<file path="src/rtl/imem_loader_if.sv">
// imem_loader_if
// Groups the loader's byte-stream handshake and its instruction-memory write port.
//   in_valid : byte source has a byte on in_data
//   in_data  : stream byte (8 bits)
//   in_ready : loader accepts a byte this cycle
//   wr_en    : one-cycle instruction memory write strobe
//   wr_addr  : word-aligned byte address of the write (ADDR_W bits)
//   wr_data  : instruction word (32 bits)
// Modports:
//   master : environment side (drives the stream, observes the write port)
//   slave  : loader side
// ADDR_W must match the ADDR_W of the attached imem_loader.
interface imem_loader_if #(
    parameter int unsigned ADDR_W = 32
) ();
    logic              in_valid;
    logic [7:0]        in_data;
    logic              in_ready;
    logic              wr_en;
    logic [ADDR_W-1:0] wr_addr;
    logic [31:0]       wr_data;

    modport master (
        output in_valid,
        output in_data,
        input  in_ready,
        input  wr_en,
        input  wr_addr,
        input  wr_data
    );

    modport slave (
        input  in_valid,
        input  in_data,
        output in_ready,
        output wr_en,
        output wr_addr,
        output wr_data
    );
endinterface

</file>
<file path="src/rtl/imem_loader.sv">
// imem_loader
// Boot-time program loader. Receives a byte stream (16-bit big-endian word count N followed
// by 4*N bytes), assembles big-endian 32-bit words and writes word k to byte address 4*k of
// instruction memory. The processor is held in reset until the whole image is written.
// Ports:
//   clk       : system clock, rising edge
//   reset     : synchronous, active-high
//   start     : single-cycle pulse, begins a load from IDLE, DONE or ERROR (ignored while busy)
//   bus       : imem_loader_if.slave - byte stream in, memory write port out
//   cpu_reset : holds the processor in reset; low only once the image is complete
//   busy      : load in progress
//   done      : image fully written (level)
//   error     : header word count exceeded DEPTH (level)
module imem_loader #(
    parameter int unsigned DEPTH  = 256,
    parameter int unsigned ADDR_W = 32
) (
    input  logic          clk,
    input  logic          reset,
    input  logic          start,
    imem_loader_if.slave  bus,
    output logic          cpu_reset,
    output logic          busy,
    output logic          done,
    output logic          error
);

    typedef enum logic [2:0] {
        StIdle,
        StLenHi,
        StLenLo,
        StData,
        StFlush,
        StDone,
        StError
    } state_e;

    state_e            state_q, state_d;
    logic [1:0]        byte_cnt_q, byte_cnt_d;
    logic [15:0]       word_cnt_q, word_cnt_d;
    logic [15:0]       len_q, len_d;
    logic [23:0]       word_q, word_d;
    logic              wr_en_q, wr_en_d;
    logic [ADDR_W-1:0] wr_addr_q, wr_addr_d;
    logic [31:0]       wr_data_q, wr_data_d;

    logic              in_ready_c;
    logic              xfer;
    logic [15:0]       len_full;

    always_comb begin
        state_d    = state_q;
        byte_cnt_d = byte_cnt_q;
        word_cnt_d = word_cnt_q;
        len_d      = len_q;
        word_d     = word_q;
        wr_en_d    = 1'b0;
        wr_addr_d  = wr_addr_q;
        wr_data_d  = wr_data_q;

        in_ready_c = 1'b0;
        busy       = 1'b0;
        cpu_reset  = 1'b1;
        done       = 1'b0;
        error      = 1'b0;

        unique case (state_q)
            StLenHi, StLenLo, StData: begin
                in_ready_c = 1'b1;
                busy       = 1'b1;
            end
            StFlush: busy = 1'b1;
            StDone: begin
                done      = 1'b1;
                cpu_reset = 1'b0;
            end
            StError: error = 1'b1;
            default: ;
        endcase

        xfer     = bus.in_valid && in_ready_c;
        len_full = {len_q[15:8], bus.in_data};

        unique case (state_q)
            StIdle, StDone, StError: begin
                // done/error are decoded from state, so leaving DONE/ERROR clears them
                if (start) begin
                    state_d    = StLenHi;
                    byte_cnt_d = 2'd0;
                    word_cnt_d = 16'd0;
                    wr_addr_d  = '0;
                end
            end
            StLenHi: begin
                if (xfer) begin
                    len_d[15:8] = bus.in_data;
                    state_d     = StLenLo;
                end
            end
            StLenLo: begin
                if (xfer) begin
                    len_d[7:0] = bus.in_data;
                    if (len_full == 16'd0) begin
                        state_d = StDone;
                    end else if (32'(len_full) > DEPTH) begin
                        state_d = StError;
                    end else begin
                        state_d = StData;
                    end
                end
            end
            StData: begin
                if (xfer) begin
                    word_d     = {word_q[15:0], bus.in_data};
                    byte_cnt_d = byte_cnt_q + 2'd1;
                    if (byte_cnt_q == 2'd3) begin
                        wr_en_d    = 1'b1;
                        wr_addr_d  = ADDR_W'({word_cnt_q, 2'b00});
                        wr_data_d  = {word_q, bus.in_data};
                        word_cnt_d = word_cnt_q + 16'd1;
                        if (word_cnt_d == len_q) begin
                            state_d = StFlush;
                        end
                    end
                end
            end
            StFlush: state_d = StDone;
            default: state_d = StIdle;
        endcase
    end

    always_ff @(posedge clk) begin
        if (reset) begin
            state_q    <= StIdle;
            byte_cnt_q <= 2'd0;
            word_cnt_q <= 16'd0;
            len_q      <= 16'd0;
            word_q     <= 24'd0;
            wr_en_q    <= 1'b0;
            wr_addr_q  <= '0;
            wr_data_q  <= 32'd0;
        end else begin
            state_q    <= state_d;
            byte_cnt_q <= byte_cnt_d;
            word_cnt_q <= word_cnt_d;
            len_q      <= len_d;
            word_q     <= word_d;
            wr_en_q    <= wr_en_d;
            wr_addr_q  <= wr_addr_d;
            wr_data_q  <= wr_data_d;
        end
    end

    assign bus.in_ready = in_ready_c;
    assign bus.wr_en    = wr_en_q;
    assign bus.wr_addr  = wr_addr_q;
    assign bus.wr_data  = wr_data_q;

endmodule

</file>
<file path="src/flat_wrapper.sv">
// flat-port wrapper written by rule: the top's interface ports become plain ports
module imem_loader_flat 
#(
    parameter int unsigned DEPTH  = 256,
    parameter int unsigned ADDR_W = 32
)
  (clk, reset, start, cpu_reset, busy, done, error, bus_in_valid, bus_in_data, bus_in_ready, bus_wr_en, bus_wr_addr, bus_wr_data);
  imem_loader_if #(.ADDR_W(ADDR_W)) bus_i ();
  input  logic clk;
  input  logic reset;
  input  logic start;
  output logic cpu_reset;
  output logic busy;
  output logic done;
  output logic error;
  input wire logic [$bits(bus_i.in_valid)-1:0] bus_in_valid;
  input wire logic [$bits(bus_i.in_data)-1:0] bus_in_data;
  output wire logic [$bits(bus_i.in_ready)-1:0] bus_in_ready;
  output wire logic [$bits(bus_i.wr_en)-1:0] bus_wr_en;
  output wire logic [$bits(bus_i.wr_addr)-1:0] bus_wr_addr;
  output wire logic [$bits(bus_i.wr_data)-1:0] bus_wr_data;
  assign bus_i.in_valid = bus_in_valid;
  assign bus_i.in_data = bus_in_data;
  assign bus_in_ready = bus_i.in_ready;
  assign bus_wr_en = bus_i.wr_en;
  assign bus_wr_addr = bus_i.wr_addr;
  assign bus_wr_data = bus_i.wr_data;
  imem_loader #(.DEPTH(DEPTH), .ADDR_W(ADDR_W)) u_core (.clk(clk), .reset(reset), .start(start), .bus(bus_i), .cpu_reset(cpu_reset), .busy(busy), .done(done), .error(error));
endmodule
</file>
<file path="config.mk">
export PLATFORM = sky130hd
export DESIGN_NAME = imem_loader_flat
export DESIGN_NICKNAME = d
export VERILOG_FILES = /design/src/rtl/imem_loader_if.sv /design/src/rtl/imem_loader.sv /design/src/flat_wrapper.sv
export SDC_FILE = /design/constraint.sdc
export NUM_CORES = 1
export LEC_CHECK = 0
export ABC_CLOCK_PERIOD_IN_PS = 2100
export BUFFER_PORTS_ARGS = -buffer_cell sky130_fd_sc_hd__buf_2
export CORE_UTILIZATION = 51
export CTS_CLUSTER_DIAMETER = 100
export DETAILED_ROUTE_END_ITERATION = 7
export PLACE_DENSITY = 0.82
export SETUP_SLACK_MARGIN = 0.4
export SYNTH_ARGS = -nofsm -noshare
export SYNTH_HDL_FRONTEND = slang
export SYNTH_SLANG_ARGS = --single-unit
export TNS_END_PERCENT = 20
</file>
<file path="constraint.sdc">
create_clock -name clk -period 2.1 [get_ports clk]
set_input_delay 0.42 -clock clk [delete_from_list [all_inputs] [get_ports clk]]
set_output_delay 0.42 -clock clk [all_outputs]
set_load 0.05 [all_outputs]
</file>
==> results.cfg <==
[detailed_routing]
wl_um = 13170
wire_per_inst_um = 15.10
vias = 4814
dr.pass1.iters = 5
via_per_inst = 5.521
detail-route-antenna-nets = 0
drt_iter0_markers = 287
drt_drc_violations_left = 0

[min_path]
hold_path_startpoint = bus_in_data[0]
hold_end = u_core.len_q[0]
hold_path_class = in2reg
hold_path_depth = 3

[synthesis]
ys.flop_type = dfxtp_1
synth-simple-area-share_pct = 27.08
synth.area.mux_share_pct = 0.7360
synth_top_family_by_area = simple AND/OR/NAND/NOR gates
synth_compound_gate_area_share_pct = 15.38
ys_types = 51
async_reset_ff_share_pct = 0
syn-cell-area_um2 = 4930
ys_warn_count = 0
synthCells = 647
ys_ff_latch = 110
synth-xor-area-share_pct = 4.898
synth-edff-count = 0
seq_area_frac_synth_pct = 44.67
avgSynthCellArea_um2 = 7.619
synthAdderAreaFrac_pct = 0.5076

[floorplanning]
ios = 82
die_h_um = 100.3
dieArea_um2 = 10060
start_util_pct = 53.10
fp-row-count = 35
die_x_um = 100.3
core_area_um2 = 9284

[critical_path]
worst_ep_arrival_time_ns = 2.46
cp_max_fo = 3
path_cells = xor2_1 -> mux2_4 -> a2111oi_4 -> o2111ai_2 -> nor4_4 -> a21oi_2 -> mux2_4
r2r_start = u_core.state_q[0]
cp_slowest_cell = a2111oi_4
crit_path_start_kind = register
reg2regPathDepth = 7
cp_common_cell = mux2_4
critPathKind = reg2reg
slowest_delay_ns = 0.41
r2r-end = u_core.state_q[2]
path_buf_inv = 0
crit_start = u_core.state_q[0]
end_kind = register
rrSetupSlack_ns = -0.08
cp_top_family = compound AO/OA/AOI/OAI gates
required_ns = 2.38

[sta]
fin_crit_sh_pct = 103.7
setup_tns_ns = -0.07719
slew_viol_final = 0
finalHoldViolCount = 0
tightestPinTransition_ns = 0.5900
setup_violations = 1
fin_ws_ns = -0.07719
fmax_mhz = 459.3
fin_skew_ns = 0.01470
grt_setup_unrepaired = yes
min_period_ns = 2.177
max-slew-margin-rel_pct = 60.67

[placed_design]
dp_hpwl_um = 8612
gp_congestion = 0.8674
placement.io_buffers = 65
dpl_worst_slack_ns = -0.1830
place_area_um2 = 5657

[clocking]
numCtsBuffers = 9
root_buffer = clkbuf_8
clk_pin_slew_worst_paths_ns = 0.13
cts_sinks = 110
holdBufCountCts = 0
clockBufferDepth = 2
cts_max_level = 3
clock_latency_ns = 0.39
cts_tree = built

[final_layout]
final_core_util_pct = 66.99
n_fill_cell = 785
final_area_um2 = 6220
num_antenna_cells = 0
drive_gt1_share_pct = 25.98
layout.nets = 752
multiInputGateArea_um2 = 2648
regArea_um2 = 2232
area_growth_pct = 26.17

[global_route]
grt_pass1_wl_um = 21040
grt_pass1_vias = 4443
grt_max_degree = 59
antenna_found_initial = 0
globalRouteTotalUtil_pct = 26.50
grt_overflow = 0

[run_status]
failed_checks = negative setup slack
status = finished with violations

[run]
drv_cap = 0

[pwr]
power_density_nw_per_um2 = 860.5
vdd_ir_drop_max_mv = 0.5210
power.total_mw = 5.352
power_leakage_nw = 2.460
==> repair_timing <==
item,4_1_cts,5_1_grt
cloned,0,1
resized for setup,41,29
pin swaps,12,3
setup buffers,11,0
setup endpoints to repair,36,72
==> cell usage after synthesis (all sizes together), types with 4 or more instances <==
cell type | instances | area (µm²)
xnor2 | 12 | 105.1
nand3 | 29 | 150.1
o21ai | 11 | 55.05
nand2 | 183 | 686.9
clkbuf | 34 | 128.9
and2 | 4 | 25.02
a31oi | 5 | 31.28
dfxtp | 110 | 2202
nor3 | 14 | 70.07
nor4 | 8 | 80.08
a21oi | 114 | 574.3
buf | 30 | 187.7
nor2b | 4 | 25.02
nor2 | 34 | 127.6
xor2 | 13 | 113.9
==> sequential cells by signal, summed over array words and instances, names as in the netlist <==
| signal | cells |
|---|---|
| u_core.word_q | 24 |
| u_core.word_cnt_q | 16 |
| u_core.byte_cnt_q | 2 |
| u_core.bus.wr_addr | 16 |
| u_core.state_q | 3 |
| u_core.bus.wr_en | 1 |
| u_core.len_q | 16 |
| u_core.bus.wr_data | 32 |
==> metrics by stage <==
| stage | cells | hold WS [ns] |
|---|---|---|
| 4_1_cts | 871 | 0.2962 |
| 5_1_grt | 872 | 0.2957 |
| 3_3_place_gp | 844 | 0.4366 |
| 3_5_place_dp | 844 | 0.4437 |
| 6_report | 872 | 0.3048 |
| 2_1_floorplan | 662 | 0.4322 |
==> cell families after synthesis <==
kind of cell	count (synthesis)
simple gates	297
fa+ha+maj	2
mux	3
flops	110
other cells	1
compound gates	141
buf+inv	67
xor+xnor	26
==> placed cells by master, fill, tap and decap left out, drive strengths merged, types with 2 or more instances in the layout <==
cell type  instances
nand2            183
buf              129
a21oi            114
dfxtp            110
nor2              34
nand3             29
conb              16
nor3              14
xor2              13
xnor2             12
o21ai             11
clkbuf             9
nor4               8
inv                6
a31oi              5
nor2b              4
and2               4
nand3b             3
clkinv             3
nand4              3
nor3b              3
o2111ai            3
mux2               2
or2                2
or3                2
and4               2
ha                 2
==> tightest hold or removal path, cell delays in order <==
cell     delay [ns]
buf_2          0.13
nand2_1        0.06
a21oi_1        0.05
==> report_power, final <==
group	leakage (nW)	switching [mW]	internal, mW	total [mW]
clock network	0.111	0.871	0.506	1.38
logic	1.46	1.09	0.627	1.72
registers	0.894	0.0854	2.17	2.26
total	2.46	2.05	3.30	5.35
==> final cells by class <==
| type | count | share of cell area (%) |
|---|---|---|
| clock buffer | 9 | 1.992 |
| clock inverter | 7 | 1.629 |
| inverter | 3 | 0.2414 |
| multi-input combinational | 485 | 42.57 |
| sequential | 110 | 35.89 |
| tap | 129 | 2.595 |
| timing repair buffer | 129 | 15.09 |
==> routing by layer <==
layer	share of wire (%)	wire, µm	track usage, %
met5	0	0	0
met4	2.9	380	10.48
met3	6.6	863	5.571
met2	48	6327	45.42
met1	43	5598	32.47
==> worst max-delay path by stage <==
| stage | slack (ns) | cells past startpoint | endpoint |
|---|---|---|---|
| global placement | -0.1 | 7 | u_core.state_q[2] |
| detailed placement | -0.18 | 8 | u_core.state_q[2] |
| global route | -0.14 | 7 | u_core.state_q[2] |
| CTS | -0.04 | 7 | u_core.state_q[2] |
| finish | -0.08 | 7 | u_core.state_q[2] |
| floorplan | 0.03 | 8 | u_core.state_q[2] |
No activity file was read; power rests on OpenSTA's default activity.
